<file path="src/rtl/ps2_key_sender.sv">
// ps2_key_sender: device-side PS/2 keyboard transmitter.
// It accepts one scan-code request at a time and serializes it as an 11-bit
// device-to-host frame (start, d0..d7, odd parity, stop). A key release goes
// out as the break sequence 0xF0 followed by the code. Each frame is followed
// by an idle gap with both lines high.
module ps2_key_sender #(
  parameter int CLK_DIV  = 4,  // system clocks per PS/2 clock half-period (>= 2)
  parameter int IDLE_GAP = 8   // idle system clocks after every frame (>= 1)
) (
  input  logic       clk,
  input  logic       rst,
  input  logic       key_valid,
  input  logic [7:0] key_code,
  input  logic       key_release,
  output logic       key_ready,
  output logic       ps2_clk,
  output logic       ps2_data,
  output logic [7:0] frames_sent
);

  // Counter widths: the bit-period counter spans 0..2*CLK_DIV-1, the gap
  // counter spans 0..IDLE_GAP-1 (one extra bit keeps IDLE_GAP=1 legal).
  localparam int DW = $clog2(2 * CLK_DIV);
  localparam int GW = $clog2(IDLE_GAP) + 1;

  localparam logic [DW-1:0] DIV_HALF   = DW'(CLK_DIV - 1);
  localparam logic [DW-1:0] DIV_LAST   = DW'(2 * CLK_DIV - 1);
  localparam logic [GW-1:0] GAP_LAST   = GW'(IDLE_GAP - 1);
  localparam logic [3:0]    LAST_BIT   = 4'd10;
  localparam logic [7:0]    BREAK_CODE = 8'hF0;

  typedef enum logic [1:0] {
    IDLE = 2'd0,
    SEND = 2'd1,
    GAP  = 2'd2
  } state_t;

  // Odd parity: the parity bit makes the total count of ones in d0..d7+p odd.
  function automatic logic odd_parity(input logic [7:0] b);
    return ~(^b);
  endfunction

  // Frame image in send order from bit 0 upward: start, data LSB first,
  // parity, stop.
  function automatic logic [10:0] build_frame(input logic [7:0] b);
    return {1'b1, odd_parity(b), b, 1'b0};
  endfunction

  state_t        state_q,     state_d;
  logic [DW-1:0] div_q,       div_d;
  logic [GW-1:0] gap_q,       gap_d;
  logic [3:0]    bit_q,       bit_d;
  logic [10:0]   frame_q,     frame_d;
  logic          pend_q,      pend_d;
  logic [7:0]    pend_code_q, pend_code_d;
  logic          clk_q,       clk_d;
  logic          data_q,      data_d;
  logic [7:0]    frames_q,    frames_d;

  // Helper controls for starting a new frame from IDLE or from the gap.
  logic          start_frame;
  logic [7:0]    start_byte;

  assign key_ready   = (state_q == IDLE);
  assign ps2_clk     = clk_q;
  assign ps2_data    = data_q;
  assign frames_sent = frames_q;

  // Next-state and next-output logic for the transmit FSM.
  always_comb begin
    state_d     = state_q;
    div_d       = div_q;
    gap_d       = gap_q;
    bit_d       = bit_q;
    frame_d     = frame_q;
    pend_d      = pend_q;
    pend_code_d = pend_code_q;
    clk_d       = clk_q;
    data_d      = data_q;
    frames_d    = frames_q;
    start_frame = 1'b0;
    start_byte  = 8'h00;

    case (state_q)
      IDLE: begin
        clk_d  = 1'b1;
        data_d = 1'b1;
        if (key_valid) begin
          // A release sends the break prefix first and keeps the code pending.
          start_frame = 1'b1;
          start_byte  = key_release ? BREAK_CODE : key_code;
          pend_d      = key_release;
          pend_code_d = key_code;
        end
      end

      SEND: begin
        div_d = div_q + DW'(1);
        if (div_q == DIV_HALF) begin
          clk_d = 1'b0;
        end
        if (div_q == DIV_LAST) begin
          // End of one PS/2 clock period: data only moves with the rising
          // clock so it is stable across the host's falling-edge sample.
          div_d = '0;
          clk_d = 1'b1;
          if (bit_q == LAST_BIT) begin
            state_d  = GAP;
            gap_d    = '0;
            data_d   = 1'b1;
            frames_d = frames_q + 8'd1;
          end else begin
            bit_d   = bit_q + 4'd1;
            frame_d = {1'b1, frame_q[10:1]};
            data_d  = frame_q[1];
          end
        end
      end

      GAP: begin
        gap_d = gap_q + GW'(1);
        if (gap_q == GAP_LAST) begin
          if (pend_q) begin
            start_frame = 1'b1;
            start_byte  = pend_code_q;
            pend_d      = 1'b0;
          end else begin
            state_d = IDLE;
          end
        end
      end

      default: begin
        state_d = IDLE;
        clk_d   = 1'b1;
        data_d  = 1'b1;
      end
    endcase

    // Loading a frame puts the start bit on the line with the clock high,
    // so the first bit period begins on the very next cycle.
    if (start_frame) begin
      state_d = SEND;
      div_d   = '0;
      bit_d   = '0;
      frame_d = build_frame(start_byte);
      clk_d   = 1'b1;
      data_d  = 1'b0;
    end
  end

  // Control state and line registers; reset returns the lines to idle-high.
  always_ff @(posedge clk or negedge rst) begin
    if (!rst) begin
      state_q  <= IDLE;
      div_q    <= '0;
      gap_q    <= '0;
      bit_q    <= '0;
      pend_q   <= 1'b0;
      clk_q    <= 1'b1;
      data_q   <= 1'b1;
      frames_q <= 8'd0;
    end else begin
      state_q  <= state_d;
      div_q    <= div_d;
      gap_q    <= gap_d;
      bit_q    <= bit_d;
      pend_q   <= pend_d;
      clk_q    <= clk_d;
      data_q   <= data_d;
      frames_q <= frames_d;
    end
  end

  // Frame shifter and pending code: payload only, qualified by the control state.
  always_ff @(posedge clk) begin
    frame_q     <= frame_d;
    pend_code_q <= pend_code_d;
  end

endmodule

</file>
<file path="config.mk">
export PLATFORM = sky130hd
export DESIGN_NAME = ps2_key_sender
export DESIGN_NICKNAME = d
export VERILOG_FILES = /design/src/rtl/ps2_key_sender.sv
export SDC_FILE = /design/constraint.sdc
export NUM_CORES = 1
export LEC_CHECK = 0
export ABC_AREA = 1
export BUFFER_PORTS_ARGS = -buffer_cell sky130_fd_sc_hd__buf_2
export CAP_MARGIN = 20
export CORE_UTILIZATION = 50
export CTS_CLUSTER_DIAMETER = 120
export DETAILED_ROUTE_END_ITERATION = 8
export MAX_ROUTING_LAYER = met4
export PLACE_DENSITY = 0.74
export SKIP_CTS_REPAIR_TIMING = 1
export SYNTH_ARGS = -nofsm -noshare
export SYNTH_HDL_FRONTEND = slang
export SYNTH_SLANG_ARGS = --single-unit
export TNS_END_PERCENT = 1
</file>
<file path="constraint.sdc">
create_clock -name clk -period 2.4 [get_ports clk]
set_input_delay 0.48 -clock clk [delete_from_list [all_inputs] [get_ports clk]]
set_output_delay 0.48 -clock clk [all_outputs]
set_load 0.005 [all_outputs]
</file>
==> results of run 1 <==
-- registers in the layout, indices dropped and copies added (netlist names) --
| register | flops |
|---|---|
| gap_q | 4 |
| state_q | 2 |
| pend_code_q | 8 |
| ps2_data | 1 |
| div_q | 3 |
| ps2_clk | 1 |
| frames_sent | 8 |
| pend_q | 1 |
| bit_q | 4 |
| frame_q | 9 |
-- kinds of logic (layout without fill, tap and decap cells) --
kind of cell / count (synthesis) / count (layout) / share of synthesized area, %
multiplexers: 1 / 1 / 0.5033
buffers and inverters: 34 / 64 / 6.040
AND/OR/NAND/NOR: 141 / 141 / 29.70
adder cells (fa/ha/maj): 7 / 7 / 3.915
XOR/XNOR: 8 / 8 / 3.132
AO/OA/AOI/OAI: 26 / 26 / 6.936
flip-flops: 41 / 41 / 49.78
-- worst max path at each step --
stage	start	endpoint	slack (ns)	cells past startpoint
final	state_q[1]$_DFFE_PN0P_	frame_q[9]$_DFFE_PP_	0.40	11
after global routing	gap_q[0]$_DFFE_PN0P_	frame_q[9]$_DFFE_PP_	0.21	10
after CTS	state_q[1]$_DFFE_PN0P_	frame_q[9]$_DFFE_PP_	0.43	11
after detailed placement	key_valid	frame_q[9]$_DFFE_PP_	0.42	11
after global placement	key_valid	frame_q[9]$_DFFE_PP_	0.48	11
after floorplan	state_q[1]$_DFFE_PN0P_	frame_q[9]$_DFFE_PP_	0.65	11
-- stage by stage --
step           cell area, um2  power [W]  cells  hold WS (ns)  setup slack [ns]
3_5_place_dp             2406   0.001346    330        0.4547            0.4214
6_report                 2521   0.001867    338        0.1470            0.3972
2_1_floorplan            2237   0.001223    258        0.1844            0.6461
4_1_cts                  2521   0.001889    338        0.1601            0.4264
5_1_grt                  2521   0.001988    338        0.1913            0.2082
3_3_place_gp             2406   0.001330    330        0.4503            0.4759
-- placed cells by master (no fill, tap or decap), types with 7 or more instances in the layout --
master,netlist,routed
o21ai_0,14,14
nand2_1,82,82
nand3_1,12,12
nor2_2,7,7
dfrtp_1,22,22
nor2_1,22,22
inv_1,27,27
edfxtp_1,17,17
ha_1,7,7
buf_2,0,22
-- per-layer routing --
metal | wire (um) | track usage, % | vias to the layer above
met4 | 76 | 8.929 | 0
met3 | 149 | 4.605 | 7
met5 | 0 | - | -
met1 | 2034 | 27.70 | 787
met2 | 1988 | 34.83 | 37
li1 | - | - | 880
-- worst max-delay path, cell delays in order (launching register included) --
cell and delay, ns:
dfrtp_1 0.43, nor2_2 0.19, nand2_1 0.13, inv_1 0.33, nand2_1 0.11, nand2_2 0.11
xnor2_1 0.15, nand2_1 0.08, nand2_1 0.06, nand2_1 0.04, nand3_1 0.07, nand2_1 0.05
-- area by class of cell --
cell class / count / area, um2 / share of cell area, %
clock buffers: 7 / 107.6 / 4.268
clock inverters: 1 / 7.507 / 0.2978
inverters: 33 / 123.9 / 4.913
multi-input cells: 183 / 988.4 / 39.21
flip-flops and latches: 41 / 1114 / 44.17
well taps: 50 / 62.56 / 2.481
repair buffers: 23 / 117.6 / 4.665
-- power breakdown --
| group | leakage, nW | total, W | internal [W] | switching (W) |
|---|---|---|---|---|
| combinational | 0.728 | 0.000364 | 0.000140 | 0.000224 |
| clock | 0.0556 | 0.000540 | 0.000296 | 0.000244 |
| sequential | 0.467 | 0.000962 | 0.000884 | 0.0000780 |
==> results by group, run 1 <==
Timing
  – Min Tclk post-route: 2.003 ns
  – Fin. max-slew vios: 0
  – Worst slew pin tran: 0.5207 ns
  – Clock skew: 0.01078 ns
  – Maximum clock frequency: 0.4993 GHz
  – RSZ-0062 raised after global routing: false
  – Fin. Hold Viols: 0
  – Final Cycle Share: 83.45%
  – Slew headroom: 64.92%
  – Finish-stage setup viols: 0
  – Final TNS setup: 0 ns

Setup path
  – R2R depth: 11
  – WS Path Type: flip-flop to flip-flop
  – Startpoint types: flip-flop
  – Worst-path fanout max: 10
  – Worst path required time: 2.46 ns
  – RR Endpoint: frame_q[9]$_DFFE_PP_
  – Worst Setup End Kind: flip-flop
  – Reg2Reg Launch Point: state_q[1]$_DFFE_PN0P_
  – Critical Path AT: 2.06 ns
  – Worst reg2reg setup slack: 0.40 ns

Synthesis
  – Syn Area/Cell: 8.671 um2
  – Top-count cell post-synth: nand2_1
  – Seq/Total Area, Yosys: 49.78%
  – Area share of the largest cell type after synthesis: 24.61%
  – Synth Cell Area: 0.002237 mm2
  – FF+latch count, synth: 41
  – Prevailing post-synth register cell: dfrtp_1
  – Cell variety after synth: 32
  – Synth area leaders: dfrtp_1, edfxtp_1, nand2_1
  – Largest area contributor in the netlist: dfrtp_1
  – Commonest cells post-synth: nand2_1, inv_1, dfrtp_1, nor2_1, edfxtp_1
  – Gate Count Post-Synth: 258
  – EDFF count, synth: 17
  – Synthesized net count: 277
  – Asr flop ratio synth: 58.54%
  – Synth warn: 0

GRT
  – Largest net degree at the start of global routing: 25
  – Vias in the first global route: 1660
  – Initial antenna violation count: 0
  – First-pass GRT wire length: 7231 um
  – Tot GR Track Use: 22.09%
  – Total grt overflow: 0

Placement
  – Dpl hpwl: 3182 um
  – I/O Buffers: 22
  – Routability Congestion: 0.8201

Detailed routing
  – First-pass iteration count of the detailed router: 4
  – Routed via count: 1711
  – DRC Markers: 0
  – Iter 0 DRT Violations: 167
  – Via-to-Cell Ratio: 5.062
  – DR WL/cell: 12.57 um
  – Final wirelength: 4248 um
  – Post-route ant nets: 0

Clock network
  – CTS buffer count: 5
  – CTS Root Cell: clkbuf_8
  – Worst-path clk slew: 0.08 ns
  – H-tree levels: 2
  – CTS tree: built
  – Clock buffer depth: 2
  – Clk_lat worst skew: 0.30 ns
  – # clock sinks: 41

Die
  – Die ar.: 0.004746 mm2
  – I/O pin count: 23
  – Initial Util: 53.99%
  – Core area: 0.004144 mm2
  – Die X: 68.89 um
  – Die height: 68.89 um
  – Number of core rows: 23

Worst hold path
  – Hold crit path type: input pin to async pin

Power and ir drop
  – P per Cell Area: 740.3 mW/mm2
  – Leakage: 1.251 nW
  – VDD IR-drop max: 485.1 uV

Cells and area
  – ANT cells: 0
  – Layout area overhead: 12.70%
  – # fillers: 366
  – Share of layout cells above drive strength 1: 22.57%
  – # nets final: 306
  – Core Util, Final: 60.84%

Status
  – Outcome: finished clean

Job
  – Max cap viols: 0
Note: power is estimated with default switching activity, not from simulation.
==> run 2: changes to the inputs <==
Settings changed: ABC_AREA 1 to 0, PLACE_DENSITY 0.74 to 0.77.
Clock period 2.4 ns to 1.7 ns, I/O delays scaled along.
==> run 2 against run 1 <==
The flow now finishes with violations (negative hold slack, negative setup slack). Flip-flop and latch count unchanged. Non-clock buffer count up 40. Combinational power grew to 3.4 times the previous value. Largest cell class is now multi-input combinational cells.
==> results by group, run 2 <==
Setup path
  – Family with the most delay on the worst path: compound AO/OA/AOI/OAI gates (was simple AND/OR/NAND/NOR gates)
  – Worst Setup End Kind: flip-flop (unchanged)
  – Bufs and invs on worst path: 0 (was 1)
  – WS Path Type: flip-flop to flip-flop (unchanged)
  – Crit path cell chain: ha_2 -> and3b_2 -> a311oi_1 -> o21a_1 -> o211ai_1 -> a31oi_1 -> nand3_1 (was nor2_2 -> nand2_1 -> inv_1 -> nand2_1 -> nand2_2 -> xnor2_1 -> nand2_1 -> nand2_1 -> nand2_1 -> nand3_1 -> nand2_1)
  – Startpoint types: flip-flop (unchanged)
  – Slowest cell on crit path: dfrtp_1 (unchanged)
  – Worst path required time: 1.75 ns (was 2.46 ns)
  – Worst reg2reg setup slack: -0.30 ns (was 0.40 ns)
  – Critical Path AT: 2.05 ns (was 2.06 ns)
  – Worst path max stage delay: 0.39 ns (was 0.43 ns)
  – Worst-path fanout max: 6 (was 10)

Cells and area
  – Largest Register: frame_q (unchanged)
  – Post-route cell area: 0.002910 mm2 (was 0.002521 mm2)
  – Layout area overhead: 33.45% (was 12.70%)
  – # fillers: 307 (was 366)
  – Max FFs per register: 9 (unchanged)
  – Area occupied by multi-input gates: 0.001119 mm2 (was 988.4 um2)
  – ANT cells: 0 (unchanged)
  – Share of layout cells above drive strength 1: 37.99% (was 22.57%)
  – # nets final: 297 (was 306)
  – Commonest cells after routing, fill and taps aside: nand2_1, buf_4, buf_2 (was nand2_1, inv_1, nor2_1, dfrtp_1, buf_2)
  – Register area: 0.001116 mm2 (was 0.001114 mm2)
  – Commonest non-fill, non-tap cell in the layout: nand2_1 (unchanged)

Die
  – Initial Util: 53.37% (was 53.99%)
  – Die height: 68.05 um (was 68.89 um)
  – Core area: 0.004086 mm2 (was 0.004144 mm2)
  – I/O pin count: 23 (unchanged)
  – Number of core rows: 23 (unchanged)
  – Die ar.: 0.004630 mm2 (was 0.004746 mm2)
  – Die X: 68.05 um (was 68.89 um)

Synthesis
  – Cell variety after synth: 49 (was 32)
  – Seq/Total Area, Yosys: 51.06% (was 49.78%)
  – Synth Cell Area: 0.002181 mm2 (was 0.002237 mm2)
  – EDFF count, synth: 17 (unchanged)
  – Asr flop ratio synth: 58.54% (unchanged)
  – Synthesized net count: 234 (was 277)
  – Synth area leaders: dfrtp_1, edfxtp_1, nand2_1 (unchanged)
  – Top-count cell post-synth: nand2_1 (unchanged)
  – Prevailing post-synth register cell: dfrtp_1 (unchanged)
  – Syn Area/Cell: 10.14 um2 (was 8.671 um2)
  – Area share of the largest cell type after synthesis: 25.24% (was 24.61%)
  – FF+latch count, synth: 41 (unchanged)
  – Largest area contributor in the netlist: dfrtp_1 (unchanged)
  – Commonest cells post-synth: nand2_1, dfrtp_1, edfxtp_1, nor2_1, o21ai_0 (was nand2_1, inv_1, dfrtp_1, nor2_1, edfxtp_1)
  – Gate Count Post-Synth: 215 (was 258)
  – Synth warn: 0 (unchanged)

Clock network
  – Clk_lat worst skew: 0.30 ns (about the same)
  – CTS Root Cell: clkbuf_8 (unchanged)
  – # clock sinks: 41 (unchanged)
  – H-tree levels: 2 (unchanged)
  – Worst-path clk slew: 0.09 ns (was 0.08 ns)
  – CTS tree: built (unchanged)
  – Clock buffer depth: 2 (unchanged)
  – CTS buffer count: 5 (unchanged)

Timing
  – Slew headroom: 66.35% (was 64.92%)
  – PnR worst setup slack: -0.2957 ns (was 0.3972 ns)
  – Finish-stage setup viols: 12 (was 0)
  – Fin. max-slew vios: 0 (unchanged)
  – Clock skew: 0.006245 ns (was 0.01078 ns)
  – Worst slew pin tran: 0.5048 ns (was 0.5207 ns)
  – Worst hold slack: -0.002703 ns (was 0.1470 ns)
  – Min Tclk post-route: 1.996 ns (was 2.003 ns)
  – Final Cycle Share: 117.4% (was 83.45%)
  – Fin. Hold Viols: 3 (was 0)
  – Maximum clock frequency: 0.5011 GHz (was 0.4993 GHz)
  – RSZ-0062 raised after global routing: true (was false)

GRT
  – First-pass GRT wire length: 7783 um (was 7231 um)
  – Largest net degree at the start of global routing: 25 (unchanged)
  – Total grt overflow: 0 (unchanged)
  – Vias in the first global route: 1723 (was 1660)
  – Initial antenna violation count: 0 (unchanged)
  – Tot GR Track Use: 23.81% (was 22.09%)

Job
  – Max cap viols: 0 (unchanged)

Power and ir drop
  – VDD IR-drop max: 705.1 uV (was 485.1 uV)
  – P per Cell Area: 1252 mW/mm2 (was 740.3 mW/mm2)
  – Leakage: 1.320 nW (was 1.251 nW)

Status
  – Outcome: complete, but fails checks (was finished clean)
  – Failing checks: negative hold slack, negative setup slack

Detailed routing
  – Final wirelength: 4789 um (was 4248 um)
  – First-pass iteration count of the detailed router: 4 (unchanged)
  – DR WL/cell: 14.56 um (was 12.57 um)
  – DRC Markers: 0 (unchanged)
  – Via-to-Cell Ratio: 5.657 (was 5.062)
  – Iter 0 DRT Violations: 130 (was 167)
  – Post-route ant nets: 0 (unchanged)
  – Routed via count: 1861 (was 1711)

Placement
  – Routability Congestion: 0.8401 (was 0.8201)
  – I/O Buffers: 22 (unchanged)
  – Setup slack at placement: -0.3349 ns (was 0.4214 ns)
  – Area after DPL: 0.002634 mm2 (was 0.002406 mm2)
  – Dpl hpwl: 3395 um (was 3182 um)

Worst hold path
  – Hold crit path type: input pin to async pin (unchanged)
[run 2: cell count changes in the layout (fill, tap and decap cells not counted), moves of 4 or more]
| cell | delta |
|---|---|
| a22oi_2 | +4 |
| buf_4 | +34 |
| buf_6 | +5 |
| inv_1 | -21 |
| inv_2 | -6 |
| nand2_1 | -44 |
| nand2b_1 | +5 |
| nand3_1 | -5 |
| nor2_1 | -10 |
| nor2_2 | -4 |
[run 2: cell type report]
class / instances / share of cell area [%]
clock inverters: 2 / 1.333
clock buffers: 6 / 3.224
flip-flops and latches: 41 / 38.35
multi-input cells: 160 / 38.44
inverters: 7 / 1.075
repair buffers: 63 / 15.43
well taps: 50 / 2.150
[run 2: where the power goes]
group | switching, W | leakage, nW | internal (W)
clock | 0.000365 | 0.0669 | 0.000532
combinational | 0.000622 | 0.787 | 0.000615
sequential | 0.000166 | 0.466 | 0.00134
total | 0.00115 | 1.32 | 0.00249
[run 2: metal layers]
layer  GRT usage, %  wire length, um  vias to the layer above  share of wire [%]
li1               -                -                      907                  -
met1          29.51             2206                      883                 46
met2          35.29             2193                       57                 46
met3          6.000              244                       14                5.1
met4          13.28              144                        0                3.0
met5              -                0                        -                  0
[run 2: worst paths after layout]
check	from	end	cells after the start
max	gap_q[1]$_DFFE_PN0P_	frame_q[9]$_DFFE_PP_	7
max in group asynchronous	rst	state_q[0]$_DFFE_PN0P_	1
min	rst	bit_q[3]$_DFFE_PN0P_	1
min in group clk	key_code[4]	pend_code_q[4]$_DFFE_PP_	1
min reg2reg	ps2_clk$_DFFE_PN1P_	ps2_clk$_DFFE_PN1P_	2
max reg2reg	gap_q[1]$_DFFE_PN0P_	frame_q[9]$_DFFE_PP_	7
[run 2: stage by stage]
step / hold slack [ns] / utilization (%) / instances / total power (W) / TNS (ns)
after floorplan: 0.04441 / - / 215 / 0.002113 / -2.920
after global placement: 0.3478 / 64.45 / 321 / 0.002557 / -1.677
after detailed placement: 0.3461 / 64.45 / 321 / 0.002599 / -2.555
after CTS: 0.01898 / 67.70 / 329 / 0.003490 / -3.387
after global routing: 0.04669 / 71.22 / 329 / 0.003858 / -2.109
final: -0.002703 / 71.22 / 329 / 0.003643 / -0.6075
[run 2: cell families after synthesis]
group | Yosys count | share of synthesized area, %
and+or+nand+nor | 87 | 19.85
muxes | 2 | 0.9753
buffers and inverters | 14 | 3.328
DFF | 41 | 51.06
xor gates and xnor gates | 11 | 4.418
adders and majority gates | 7 | 4.016
AOI/OAI and AO/OA | 53 | 16.35
